==> src/rtl/mem_seq_pkg.sv <==
// mem_seq_pkg
//   Shared types and constants for mem_lane_sequencer and its helpers:
//   the sequencer state enum, the lane-index width helper, access size codes
//   and reset values for the registered result fields.
package mem_seq_pkg;

    typedef enum logic [2:0] {
        S_IDLE,
        S_REQ,
        S_RESP,
        S_DONE,
        S_DRAIN
    } mem_seq_state_e;

    // Width of a lane index; a single-lane build still carries one bit.
    function automatic int lane_w(input int n);
        return (n > 1) ? $clog2(n) : 1;
    endfunction

    localparam logic [2:0] SIZE_BYTE  = 3'd0;
    localparam logic [2:0] SIZE_HALF  = 3'd1;
    localparam logic [2:0] SIZE_WORD  = 3'd2;
    localparam logic [2:0] SIZE_DWORD = 3'd3;

    localparam logic RST_EXC_VALID = 1'b0;
    localparam logic RST_FLUSHED   = 1'b0;

endpackage

==> src/rtl/mem_lane_sequencer_lane_pick.sv <==
// lane_pick
//   Combinational priority encoder over a lane mask.
//   i_first=1 : returns the lowest set lane.
//   i_first=0 : returns the lowest set lane strictly above i_cur.
//   Ports: i_mask (lane mask), i_cur (current lane), i_first (search from 0),
//          o_idx (selected lane), o_found (a lane was selected).
module lane_pick #(
    parameter int N  = 2,
    parameter int IW = 1
) (
    input  logic [N-1:0]  i_mask,
    input  logic [IW-1:0] i_cur,
    input  logic          i_first,
    output logic [IW-1:0] o_idx,
    output logic          o_found
);

    // Scan from the top down so the last hit (the lowest qualifying lane) wins.
    always_comb begin
        o_idx   = '0;
        o_found = 1'b0;
        for (int i = N - 1; i >= 0; i--) begin
            if (i_mask[i] && (i_first || (i > int'(i_cur)))) begin
                o_idx   = IW'(i);
                o_found = 1'b1;
            end
        end
    end

endmodule

==> src/rtl/mem_lane_sequencer.sv <==
// mem_lane_sequencer
//   Accepts an issue group of NUM_LANES memory micro-ops, serialises their
//   bus accesses in lane order on one request/response port, and hands the
//   whole group to writeback with a single valid/ready transfer. An exception
//   on a lane suppresses that lane and every younger lane.
//   Ports:
//     clk, reset (sync, active high), flush (squash current group)
//     in_*   : issue group handshake and per-lane fields (flat, lane 0 in LSBs)
//     req_*  : bus request, held until resp_addr_ok
//     resp_* : bus address/data acknowledgements and load data
//     out_*  : group result (retire mask, load data, oldest exception lane)
module mem_lane_sequencer
    import mem_seq_pkg::*;
#(
    parameter  int NUM_LANES = 2,
    parameter  int ADDR_W    = 32,
    parameter  int DATA_W    = 32,
    localparam int STRB_W    = DATA_W / 8,
    localparam int LW        = lane_w(NUM_LANES)
) (
    input  logic                          clk,
    input  logic                          reset,
    input  logic                          flush,
    input  logic                          in_valid,
    output logic                          in_ready,
    input  logic [NUM_LANES-1:0]          in_mem_en,
    input  logic [NUM_LANES-1:0]          in_wr,
    input  logic [NUM_LANES-1:0]          in_except,
    input  logic [NUM_LANES*ADDR_W-1:0]   in_addr,
    input  logic [NUM_LANES*3-1:0]        in_size,
    input  logic [NUM_LANES*STRB_W-1:0]   in_strobe,
    input  logic [NUM_LANES*DATA_W-1:0]   in_wdata,
    output logic                          req_valid,
    output logic [ADDR_W-1:0]             req_addr,
    output logic [2:0]                    req_size,
    output logic [STRB_W-1:0]             req_strobe,
    output logic [DATA_W-1:0]             req_data,
    input  logic                          resp_addr_ok,
    input  logic                          resp_data_ok,
    input  logic [DATA_W-1:0]             resp_data,
    output logic                          out_valid,
    input  logic                          out_ready,
    output logic [NUM_LANES-1:0]          out_retire,
    output logic [NUM_LANES*DATA_W-1:0]   out_rdata,
    output logic                          out_exc_valid,
    output logic [LW-1:0]                 out_exc_lane
);

    mem_seq_state_e                   r_state;
    logic [LW-1:0]                    r_lane;
    logic                             r_flushed;
    logic [NUM_LANES-1:0]             r_active;
    logic [NUM_LANES-1:0]             r_wr;
    logic [NUM_LANES-1:0]             r_retire;
    logic [NUM_LANES-1:0][ADDR_W-1:0] r_addr;
    logic [NUM_LANES-1:0][2:0]        r_size;
    logic [NUM_LANES-1:0][STRB_W-1:0] r_strobe;
    logic [NUM_LANES-1:0][DATA_W-1:0] r_wdata;
    logic [NUM_LANES-1:0][DATA_W-1:0] r_rdata;
    logic                             r_exc_valid;
    logic [LW-1:0]                    r_exc_lane;

    logic                             w_exc_found;
    logic [LW-1:0]                    w_exc_idx;
    logic [NUM_LANES-1:0]             w_below_exc;
    logic [NUM_LANES-1:0]             w_in_active;
    logic                             w_first_found;
    logic [LW-1:0]                    w_first_idx;
    logic                             w_next_found;
    logic [LW-1:0]                    w_next_idx;
    logic                             w_flush_pend;
    logic                             w_lane_wr;

    // Oldest exception lane on the incoming group.
    lane_pick #(.N(NUM_LANES), .IW(LW)) u_pick_exc (
        .i_mask (in_except),
        .i_cur  ('0),
        .i_first(1'b1),
        .o_idx  (w_exc_idx),
        .o_found(w_exc_found)
    );

    always_comb begin
        w_below_exc = '0;
        for (int i = 0; i < NUM_LANES; i++) begin
            w_below_exc[i] = !w_exc_found || (i < int'(w_exc_idx));
        end
    end

    assign w_in_active = in_mem_en & w_below_exc;

    // First bus lane of a new group.
    lane_pick #(.N(NUM_LANES), .IW(LW)) u_pick_first (
        .i_mask (w_in_active),
        .i_cur  ('0),
        .i_first(1'b1),
        .o_idx  (w_first_idx),
        .o_found(w_first_found)
    );

    // Next bus lane after the one currently in flight.
    lane_pick #(.N(NUM_LANES), .IW(LW)) u_pick_next (
        .i_mask (r_active),
        .i_cur  (r_lane),
        .i_first(1'b0),
        .o_idx  (w_next_idx),
        .o_found(w_next_found)
    );

    // A flush seen while the request is still unacknowledged is remembered,
    // because the request itself cannot be withdrawn.
    assign w_flush_pend = flush || r_flushed;
    assign w_lane_wr    = r_wr[r_lane];

    assign in_ready   = (r_state == S_IDLE) && !flush && !reset;
    assign req_valid  = (r_state == S_REQ);
    assign req_addr   = req_valid ? r_addr[r_lane] : '0;
    assign req_size   = req_valid ? r_size[r_lane] : '0;
    assign req_strobe = (req_valid && w_lane_wr) ? r_strobe[r_lane] : '0;
    assign req_data   = (req_valid && w_lane_wr) ? r_wdata[r_lane] : '0;

    assign out_valid     = (r_state == S_DONE);
    assign out_retire    = r_retire;
    assign out_rdata     = r_rdata;
    assign out_exc_valid = r_exc_valid;
    assign out_exc_lane  = r_exc_lane;

    always_ff @(posedge clk) begin
        if (reset) begin
            r_state     <= S_IDLE;
            r_lane      <= '0;
            r_flushed   <= RST_FLUSHED;
            r_active    <= '0;
            r_wr        <= '0;
            r_retire    <= '0;
            r_addr      <= '0;
            r_size      <= {NUM_LANES{SIZE_BYTE}};
            r_strobe    <= '0;
            r_wdata     <= '0;
            r_rdata     <= '0;
            r_exc_valid <= RST_EXC_VALID;
            r_exc_lane  <= '0;
        end else begin
            case (r_state)
                S_IDLE: begin
                    if (in_valid && !flush) begin
                        r_active    <= w_in_active;
                        r_wr        <= in_wr;
                        r_addr      <= in_addr;
                        r_size      <= in_size;
                        r_strobe    <= in_strobe;
                        r_wdata     <= in_wdata;
                        r_rdata     <= '0;
                        r_retire    <= w_below_exc;
                        r_exc_valid <= w_exc_found;
                        r_exc_lane  <= w_exc_found ? w_exc_idx : '0;
                        r_flushed   <= 1'b0;
                        r_lane      <= w_first_idx;
                        r_state     <= w_first_found ? S_REQ : S_DONE;
                    end
                end
                S_REQ: begin
                    if (flush) begin
                        r_flushed <= 1'b1;
                    end
                    if (resp_addr_ok) begin
                        if (w_flush_pend) begin
                            r_flushed <= 1'b0;
                            r_state   <= resp_data_ok ? S_IDLE : S_DRAIN;
                        end else if (resp_data_ok) begin
                            if (!w_lane_wr) begin
                                r_rdata[r_lane] <= resp_data;
                            end
                            if (w_next_found) begin
                                r_lane <= w_next_idx;
                            end
                            r_state <= w_next_found ? S_REQ : S_DONE;
                        end else begin
                            r_state <= S_RESP;
                        end
                    end
                end
                S_RESP: begin
                    // A flush coinciding with data_ok closes the transaction here.
                    if (flush) begin
                        r_state <= resp_data_ok ? S_IDLE : S_DRAIN;
                    end else if (resp_data_ok) begin
                        if (!w_lane_wr) begin
                            r_rdata[r_lane] <= resp_data;
                        end
                        if (w_next_found) begin
                            r_lane <= w_next_idx;
                        end
                        r_state <= w_next_found ? S_REQ : S_DONE;
                    end
                end
                S_DONE: begin
                    if (flush || out_ready) begin
                        r_state <= S_IDLE;
                    end
                end
                S_DRAIN: begin
                    if (resp_data_ok) begin
                        r_state <= S_IDLE;
                    end
                end
                default: r_state <= S_IDLE;
            endcase
        end
    end

endmodule

==> config.mk <==
export PLATFORM = sky130hd
export DESIGN_NAME = mem_lane_sequencer
export DESIGN_NICKNAME = d
export VERILOG_FILES = /design/src/rtl/mem_seq_pkg.sv /design/src/rtl/mem_lane_sequencer_lane_pick.sv /design/src/rtl/mem_lane_sequencer.sv
export SDC_FILE = /design/constraint.sdc
export NUM_CORES = 1
export LEC_CHECK = 0
export CORE_AREA = 2 2 130 183
export DETAILED_ROUTE_END_ITERATION = 12
export DIE_AREA = 0 0 132 185
export PLACE_DENSITY = 0.77
export SLEW_MARGIN = 40
export SYNTH_ARGS = -nofsm -noshare
export SYNTH_HDL_FRONTEND = slang
export SYNTH_HIERARCHICAL = 1
export SYNTH_SLANG_ARGS = --single-unit
export TNS_END_PERCENT = 20
==> constraint.sdc <==
create_clock -name clk -period 4.6 [get_ports clk]
set_clock_uncertainty 0.15 [all_clocks]
set_input_delay 0.69 -clock clk [delete_from_list [all_inputs] [get_ports clk]]
set_output_delay 0.69 -clock clk [all_outputs]
set_load 0.01 [all_outputs]
After elaboration in Yosys (flattened, before gate mapping)
Cells that the tools add are included.
{ "totals": {"register_bits": 219, "word_cells": 109, "output_inout_bits": 142, "in_bits": 187} }
{ "classes": {"order_cmp": 4, "eq_ne": 11, "muxes": 56, "n_reduce_logical": 19, "n_bitwise": 1} }
{ "ops": {"columns": ["cell", "count"], "rows": [
  ["$mux 64", 6],
  ["$mux 32", 7],
  ["$pmux 64 s3", 1],
  ["$bwmux 64", 1],
  ["$mux 3", 11],
  ["$demux 32 s1", 1],
  ["$mux 1", 20],
  ["$pmux 3 s5", 1],
  ["$mux 4", 3],
  ["$reduce_and 5->1", 2],
  ["$eq 3x2->1 const B", 2],
  ["$logic_and 1x1->1", 6],
  ["$mux 2", 3],
  ["$ne 2x1->1 const B", 3],
  ["$ne 2x2->1 const B", 3],
  ["$reduce_and 2->1", 2],
  ["$eq 3x1->1 const B", 1],
  ["$eq 3x3->1 const B", 1],
  ["$logic_not 1->1", 3],
  ["$logic_not 3->1", 1],
  ["$logic_or 1x1->1", 3],
  ["$ne 3x3->1 const B", 1],
  ["$pmux 1 s3", 1],
  ["$reduce_bool 3->1", 1],
  ["other kinds (7)", 7]
]} }

Depth between registers and ports, before layout
{ "logic_depth": {"depth_word": 10, "ltp_mapped": 9, "ltp_nobuf": 9} }

By module
The synthesis kept the hierarchy.
{ "by_module_without_submodules": {"columns": ["module", "cells_each", "seq_area_each_um2", "area_each_um2", "instances"], "rows": [
  ["mem_lane_sequencer", 1042, 4384.2, 8864.8, 1],
  ["lane_pick", 5, 0.0, 32.5, 3]
]} }

Worst setup path after synthesis
Ideal clock, no wire load.
{ "synth_timing": {"path_kind": "register to output", "from": "reg r_state[0]", "to": "out req_data[10]", "stages_incl_launch_ff": 8, "arrival_time_ns": 1.587, "t_required_ns": 3.760, "n_path_buf": 3, "slack_ns": 2.173, "cell_sequence": "dfxtp_1 buf_6 buf_2 or3b_1 inv_1 nand2_2 buf_2 nor2_1"} }
{ "synth_between": {"elab_chain_cells": 3} }
{ "synth_lines": {"columns": ["item", "line_no", "source"], "rows": [
  ["from (decl)", "mem_lane_sequencer.sv:49", "mem_seq_state_e r_state;"],
  ["from (signal assigned)", "mem_lane_sequencer.sv:159", "r_state <= w_first_found ? S_REQ : S_DONE;"],
  ["from (signal assigned)", "mem_lane_sequencer.sv:169", "r_state <= resp_data_ok ? S_IDLE : S_DRAIN;"],
  ["from (signal assigned)", "mem_lane_sequencer.sv:177", "r_state <= w_next_found ? S_REQ : S_DONE;"],
  ["$eq 3x1->1", "mem_lane_sequencer.sv:116", "assign req_valid = (r_state == S_REQ);"],
  ["via req_valid", "mem_lane_sequencer.sv:33", "output logic req_valid,"],
  ["$logic_and 1x1->1", "mem_lane_sequencer.sv:120", "assign req_data = (req_valid && w_lane_wr) ? r_wdata[r_lane] : '0;"],
  ["$mux 32", "mem_lane_sequencer.sv:120", null],
  ["to (decl)", "mem_lane_sequencer.sv:37", "output logic [DATA_W-1:0] req_data,"]
]} }
The timed path passes the listed nets, and every way through them passes these cells.

Final worst setup path
{ "layout_timing": {"from": "reg r_state[0]", "to": "out req_data[18]"} }
{ "layout_between": {"elab_chain_cells": 3} }
{ "layout_lines": {"columns": ["item", "line_no"], "rows": [
  ["$eq 3x1->1", "mem_lane_sequencer.sv:116"],
  ["$logic_and 1x1->1", "mem_lane_sequencer.sv:120"],
  ["$mux 32", "mem_lane_sequencer.sv:120"]
]} }
Every way passes these cells.

==> reports/metrics.csv <==
stage,metric,value,unit
clock_network,CTS buffer count,22,
final_layout,Area Growth Syn to Fin,46.7,%
sta,final hold vios,0,
yosys,post-synthesis instance area,8960,um2
sta,Tightest Pin Transition,0.824,ns
clock_network,clock buffer depth,3,
routing,Avg Vias per Cell,5.01,
min_path,Hold Crit Depth,2,
placement,Post-DP HPWL,18100,um
worst_setup_path,"Arr. time, crit path",3.16,ns
pwr,Int Pwr,0.00354,W
min_path,min-delay src,r_addr[10],
global_routing,vias in the first global route,7940,
die,Starting Density,39.2,%
placement,GP Congestion,0.820,
min_path,hold crit path type,flop to flop,
placement,Port Buffers,328,
final_layout,# diodes,0,
clock_network,Root Driver,clkbuf_16,
pwr,Gate power share,18.5,%
sta,"Slew Viols, Final",0,
yosys,synth warn,6,
clock_network,H-Tree Depth,1,
sta,Setup-failing EPs final,0,
worst_setup_path,CP startpoint,r_state[0],
routing,initial drt markers,400,
yosys,sequential area share after synthesis,48.9,%
pwr,switching pwr,0.00134,W
yosys,synth unique cells,51,
yosys,area share of the largest cell type after synthesis,48.9,%
sta,RSZ-0062 raised after global routing,false,
sta,fin crit share,86.9,%
final_layout,share of layout cells above drive strength 1,5.07,%
sta,worst setup margin,0.603,ns
die,Cell Rows,66,
global_routing,total track usage,20.2,%
die,chip height,185,um
die,die area,24400,um2
global_routing,first-pass GRT wire length,40500,um
yosys,cell taking the most area after synthesis,dfxtp_1,
run_status,outcome,"finished, final reports clean",
pwr,PwrDens,371,nW/um2
clock_network,clock slew at reported path FFs,0.07,ns
die,Core Area,22900,um2
sta,Slew HR,45.1,%
routing,total number of vias,8353,
yosys,"FF+latch count, synth",219,
clock_network,clock sink count,219,
routing,Antenna Violating Nets Remaining,0,
placement,pre-CTS setup slack,1.02,ns
clock_network,hold_buf cts,0,
pwr,VDD IR max,0.000238,V
worst_setup_path,reg-to-reg startpoint,r_lane,
pwr,Seq pwr share,43.5,%
pwr,static leakage,4.54,nW
clock_network,CTS tree,yes,
routing,WL final,26300,um
routing,WL per Instance,15.8,um
routing,DRC violations left,0,
sta,Max Fclk,250,MHz
die,Die Wd,132,um
final_layout,Final Net Count,1534,
yosys,top post-synthesis cells by area,"dfxtp_1 (49%), nand2_1 (13%), a21oi_1 (8.7%)",
sta,Final min period,4.00,ns
clock_network,Skew-Pair Late Insertion Delay,0.50,ns
job,Max Cap Viol,0,
worst_setup_path,CP Launch Type,flop,
pwr,switching share of power,27.4,%
worst_setup_path,WS Path Type,flop to primary output,
pwr,Clock power frac,38.0,%
clock_network,Post-CTS Setup Inserts,0,
global_routing,largest net degree at the start of global routing,95,
global_routing,grt ovf,0,
yosys,ys flop type,dfxtp_1,
yosys,most common cell in the netlist,nand2_1,
die,io pins,329,
yosys,asr flop ratio synth,0,%
yosys,number of synthesized flops with an enable pin,0,
worst_setup_path,worst-path fanout max,36,
yosys,Mapped Cells,1057,
worst_setup_path,"reg-to-reg slack, setup",1.62,ns
yosys,Syn Area/Cell,8.48,um2
worst_setup_path,required time of the critical path,3.76,ns
yosys,list of most frequent post-synthesis cells,"nand2_1 (299), dfxtp_1 (219), a21oi_1 (155)",
worst_setup_path,crit path capture type,primary output,
global_routing,initial antenna violation count,0,
clock_network,cts repair resizes,0,
sta,Fin Setup TNS,0,ns
worst_setup_path,worst r2r path cells,6,
routing,Pre-antenna DRT Iters,4,
[layout by cell type, fill, tap and decap left out, types with 3 or more instances in the layout]
master,instances
conb_1,13
buf_4,8
a22o_1,65
nand2_1,298
nor2b_1,8
clkdlybuf4s50_1,327
a21oi_1,155
inv_1,9
clkbuf_16,24
nor2_1,80
clkbuf_8,3
clkinv_2,5
nand2b_1,6
clkbuf_1,3
a211oi_2,3
dfxtp_1,218
o21ai_0,9
nand3_1,4
mux2i_1,72
[worst max-delay path, stage by stage, from the launching register on]
cell	delay [ns]
dfxtp_1	0.78
or3b_1	0.45
inv_1	0.10
nand2_2	0.44
nor2_1	0.30
clkdlybuf4s50_1	0.57
[stage by stage]
stage / cell area [um2] / std cells / hold slack [ns] / util [%] / total power [W]
final: 13100 / 1668 / 0.303 / 57.5 / 0.00488
after global routing: 13100 / 1668 / 0.319 / 57.5 / 0.00510
after CTS: 13100 / 1668 / 0.304 / 57.4 / 0.00493
after detailed placement: 12400 / 1629 / 0.296 / 54.1 / 0.00307
after global placement: 12400 / 1628 / 0.290 / 54.0 / 0.00305
after floorplan: 9000 / 1068 / 0.286 / - / 0.00272
[path summary, 6_finish.rpt]
kind,to
worst min-delay path,r_addr[10]
worst max-delay path,req_data[18]
worst min register to register,r_addr[10]
worst max register to register,out_rdata[13]
[layout make-up]
cell class                 instances  area [um2]
clock inverter                     9         100
clock buffer                      30         653
sequential                       219        4390
timing repair buffer             340        3410
tap                              306         383
fill                            2065        9730
inverter                           9        33.8
multi-input combinational        755        4180
[cells by family after synthesis]
kind of cell           Yosys count  share of synthesized area [%]
XOR/XNOR                         2                          0.405
flip-flops                     219                           48.9
buffers and inverters           94                           5.33
other                            2                         0.0838
multiplexers                    73                           8.17
AND/OR/NAND/NOR                413                           18.6
AO/OA/AOI/OAI                  254                           18.5
[power by group through the flow]
stage,Clock (W),Combinational [W],Sequential (W)
6_report,0.00186,0.000904,0.00212
5_1_grt,0.00198,0.000985,0.00214
4_1_cts,0.00190,0.000911,0.00212
3_5_place_dp,0,0.000906,0.00217
3_3_place_gp,0,0.000887,0.00216
2_1_floorplan,0,0.000610,0.00211
[layer usage]
metal  vias up  global-route usage (%)  share of wire (%)
li1       4123                       -                  -
met1      3870                    23.3                 40
met2       297                    35.8                 49
met3        63                    4.73                7.2
met4         0                    8.70                4.0
met5         -                       0                  0
[state kept, by name, summed over array words and instances, names as in the netlist]
signal / flops
out_rdata: 64
r_addr: 64
r_wdata: 64
r_strobe: 8
r_size: 6
r_state: 3
out_retire: 2
r_active: 2
r_wr: 2
out_exc_lane: 1
out_exc_valid: 1
r_flushed: 1
r_lane: 1
Note: power is estimated with default switching activity, not from simulation.
==> patch 1: new RTL, config.mk and constraints unchanged <==
Make the reset (`reset`) asynchronous in one clocked block.
--- a/src/rtl/mem_lane_sequencer.sv
+++ b/src/rtl/mem_lane_sequencer.sv
@@ -125,7 +125,7 @@
     assign out_exc_valid = r_exc_valid;
     assign out_exc_lane  = r_exc_lane;
 
-    always_ff @(posedge clk) begin
+    always_ff @(posedge clk or posedge reset) begin
         if (reset) begin
             r_state     <= S_IDLE;
             r_lane      <= '0;
Check against the original RTL: differs if reset is asserted again (counterexample within 4 cycles, from zero or initial values and one cycle with reset high); with reset held inactive, the same outputs for 4 cycles.
==> patch 1 against the original RTL <==
Worst setup slack improved by 0.19 ns. Final cell count fell by 1.1%. Area after synthesis increased by 6.8%. Non-clock buffer count rose by 3. Sequential cell count is the same. Wire length increased by 3.2%. Cell area grew 6.4%. Critical endpoint is now req_data[12].
Power is not compared: it rests on default switching activity, and its combinational part moved more than twofold at a synthesized area within 25%.
==> patch 1: results (changes against the original RTL) <==
Outcome
  • Run status: finished, final reports clean (unchanged)

Drt
  • WL final: 27.2 mm (was 26.3 mm)
  • Router iterations before antenna repair: 5 (was 4)
  • Post-DR vias/cell: 4.94 (was 5.01)
  • Drt first-iter violations: 325 (was 400)

Global route
  • Vias in the first global route: 8158 (was 7940)
  • GRT Overall Usage: 21.8% (was 20.2%)
  • Grt met3 use: 6.05% (was 4.73%)
  • First-pass GRT wire length: 42.9 mm (was 40.5 mm)
  • Initial antenna violation count: 1 (was 0)
  • Pin count of the biggest net entering global routing: 97 (was 95)
  • Met2 Use GR: 38.2% (was 35.8%)

Cells and area
  • Share of cells above drive strength 1: 5.29% (was 5.07%)
  • Comb_multi_in: 734 (was 755)
  • Ant. Diodes: 1 (was 0)
  • Multi-input logic portion of the cell area: 27.4% (was 31.8%)
  • ClkCell Share: 5.58% (was 5.73%)
  • # clk buffers: 29 (was 30)
  • Fillers: 1940 (was 2065)
  • Final #Nets: 1514 (was 1534)
  • NonClk Buf Share: 24.9% (was 25.9%)
  • Area grow syn2layout: 46.2% (was 46.7%)

Placement
  • DP Area: 13200 sq um (was 12400 sq um)
  • RD Place Congestion: 0.792 (was 0.820)
  • Cell total after placement: 1609 (was 1629)
  • Pre-CTS setup slack: 1.33 ns (was 1.02 ns)

Critical path
  • R2r setup slk: 2.05 ns (was 1.62 ns)
  • FF-to-FF path depth: 5 (was 6)
  • Cell family with most CP delay: buffers and inverters (was simple AND/OR/NAND/NOR gates)
  • Reg-to-reg endpoint: out_rdata[23] (was out_rdata[13])
  • Slowest cell on crit path: dfrtp_1 (was dfxtp_1)
  • Reg2reg start: r_state[1] (was r_lane)

STA
  • Worst hold slack: 0.322 ns (was 0.303 ns)
  • Period utilisation layout: 82.8% (was 86.9%)

Synth
  • Synth unique cells: 46 (was 51)
  • Asr flop ratio synth: 100% (was 0%)
[patch 1: cell types whose count changed after synthesis, sizes merged, moves of 12 or more]
cell / unedited run / this run
dfrtp: 0 / 219
dfxtp: 219 / 0
a21oi: 155 / 2
nand2: 300 / 440
buf: 46 / 15
clkbuf: 39 / 51
[patch 1: cell families after synthesis]
| kind of cell | synth area share [%] |
|---|---|
| xor+xnor | 0.0915 |
| buf+inv | 3.36 |
| compound gates | 8.45 |
| other cells | 0.0785 |
| mux | 8.22 |
| simple gates | 22.5 |
| flops | 57.3 |
[patch 1: how the worst min path moves through the flow]
stage / start / end / depth (start not counted)
finish: r_wdata[15] / r_wdata[15] / 2
global route: r_wdata[11] / r_wdata[11] / 2
CTS: r_wdata[15] / r_wdata[15] / 2
detailed placement: r_wdata[15] / r_wdata[15] / 2
global placement: r_addr[45] / r_addr[45] / 2
floorplan: r_addr[0] / r_addr[0] / 2
==> patch 2: new RTL, same settings <==
Without the edit above. The parameter `NUM_LANES` goes from 2 to 1.
--- a/src/rtl/mem_lane_sequencer.sv
+++ b/src/rtl/mem_lane_sequencer.sv
@@ -12,7 +12,7 @@
 module mem_lane_sequencer
     import mem_seq_pkg::*;
 #(
-    parameter  int NUM_LANES = 2,
+    parameter  int NUM_LANES = 1,
     parameter  int ADDR_W    = 32,
     parameter  int DATA_W    = 32,
     localparam int STRB_W    = DATA_W / 8,
Interface: changed (9 resized); port bits go from 329 to 222. The function was not compared with the original's and may differ.
==> patch 2 against the original RTL <==
Largest power group is now the clock network. Worst setup slack improved by 0.39 ns. Sequential cell count shrank 106. Critical path type unchanged. Wire length fell by 40%. Register-to-register slack improved by 0.36 ns. Non-clock buffer count shrank 110. Power is 27% lower. Cell area decreased by 40%. Synthesized cell count decreased by 41%. Area after synthesis shrank 46%.
==> patch 2: results (changes against the original RTL) <==
Power
  • Top power consumer group: the clock network (was sequential cells)
  • Sw Ratio: 30.5% (was 27.4%)
  • Clock network power: 1410 uW (was 1860 uW)
  • Pwr Total: 3550 uW (was 4880 uW)
  • Pleak: 0.00294 uW (was 0.00454 uW)

Outcome
  • Run status: finished, final reports clean (unchanged)

Cells and area
  • Seq/total area: 28.6% (was 33.4%)
  • # clk buffers: 21 (was 30)
  • Nonclk inv count: 3 (was 9)
  • Share of cells above drive strength 1: 5.64% (was 5.07%)
  • NonClk Buf Share: 28.8% (was 25.9%)
  • Multi-input logic portion of the cell area: 29.8% (was 31.8%)
  • Final #Nets: 933 (was 1534)
  • ClkCell Share: 7.83% (was 5.73%)
  • Comb_multi_in: 455 (was 755)
  • Footprint of the multi-input gates: 2360 sq um (was 4180 sq um)
  • Non-clk bufs: 230 (was 340)
  • Ant. Diodes: 3 (was 0)

Placement
  • Cell total after placement: 1107 (was 1629)
  • RD Place Congestion: 0.794 (was 0.820)
  • DP Area: 7290 sq um (was 12400 sq um)
  • PortBufs: 221 (was 328)
  • HPWL after detailed placement: 10.5 mm (was 18.1 mm)

Drt
  • Router iterations before antenna repair: 5 (was 4)
  • Met1 wire length: 6.32 mm (was 10.5 mm)
  • Drt first-iter violations: 265 (was 400)
  • WL met2: 7.90 mm (was 12.9 mm)
  • Post-DR vias/cell: 4.32 (was 5.01)
  • WL final: 15.8 mm (was 26.3 mm)

Global route
  • Initial antenna violation count: 3 (was 0)
  • Met2 Use GR: 22.4% (was 35.8%)
  • Grt met3 use: 4.60% (was 4.73%)
  • First-pass GRT wire length: 24.7 mm (was 40.5 mm)
  • Pin count of the biggest net entering global routing: 83 (was 95)
  • Met1 usage: 13.6% (was 23.3%)
  • Vias in the first global route: 4853 (was 7940)

Clock tree
  • CTS Buf Count: 17 (was 22)
  • CTS H-tree depth: 4 (was 1)
  • Worst skew pair latency: 0.41 ns (was 0.50 ns)

Synth
  • FF+latch count, synth: 113 (was 219)
  • Post-Synth XOR/XNOR Area: 0.180% (was 0.405%)
  • Synth area leaders: dfxtp_1 47%, nand2_1 17%, a21oi_1 7.9%, mux2i_1 7.2%, and3_1 5.0% (was dfxtp_1 49%, nand2_1 13%, a21oi_1 8.7%, mux2i_1 8.0%, a22o_1 6.4%)
  • Synth unique cells: 37 (was 51)
  • Synthesized area per cell: 7.78 sq um (was 8.48 sq um)
  • Sequential fraction of the synthesis area: 46.5% (was 48.9%)
  • Post-synthesis mux area share: 7.43% (was 8.17%)
  • Post-synthesis compound-gate area fraction: 10.8% (was 18.5%)

Critical path
  • Worst-path maximum fanout: 74 (was 36)
patch 2: cell types whose count changed after synthesis, moves of 7 or more:
cell and change:
a21oi_1 -78, a22o_1 -65, and2_1 +36, and3_1 +39, buf_2 -20, buf_4 -11, dfxtp_1 -106, inv_1 -7
mux2i_1 -37, nand2_1 -79, nor2_1 -71, nor2b_1 -8, o21ai_0 -7
patch 2: critical path: stages, from the launching register on:
cell	delay, ns
dfxtp_1	0.68
nor3b_2	0.26
buf_4	0.54
and3_1	0.24
clkdlybuf4s50_1	0.57
patch 2: worst paths after layout:
path	endpoint	slack, ns	from	cells after the start
setup reg to reg	out_rdata[1]	1.98	r_state[1]	5
setup / recovery	req_data[30]	0.99	r_state[0]	4
hold reg to reg	r_addr[4]	0.30	r_addr[4]	2
hold / removal	r_addr[4]	0.30	r_addr[4]	2
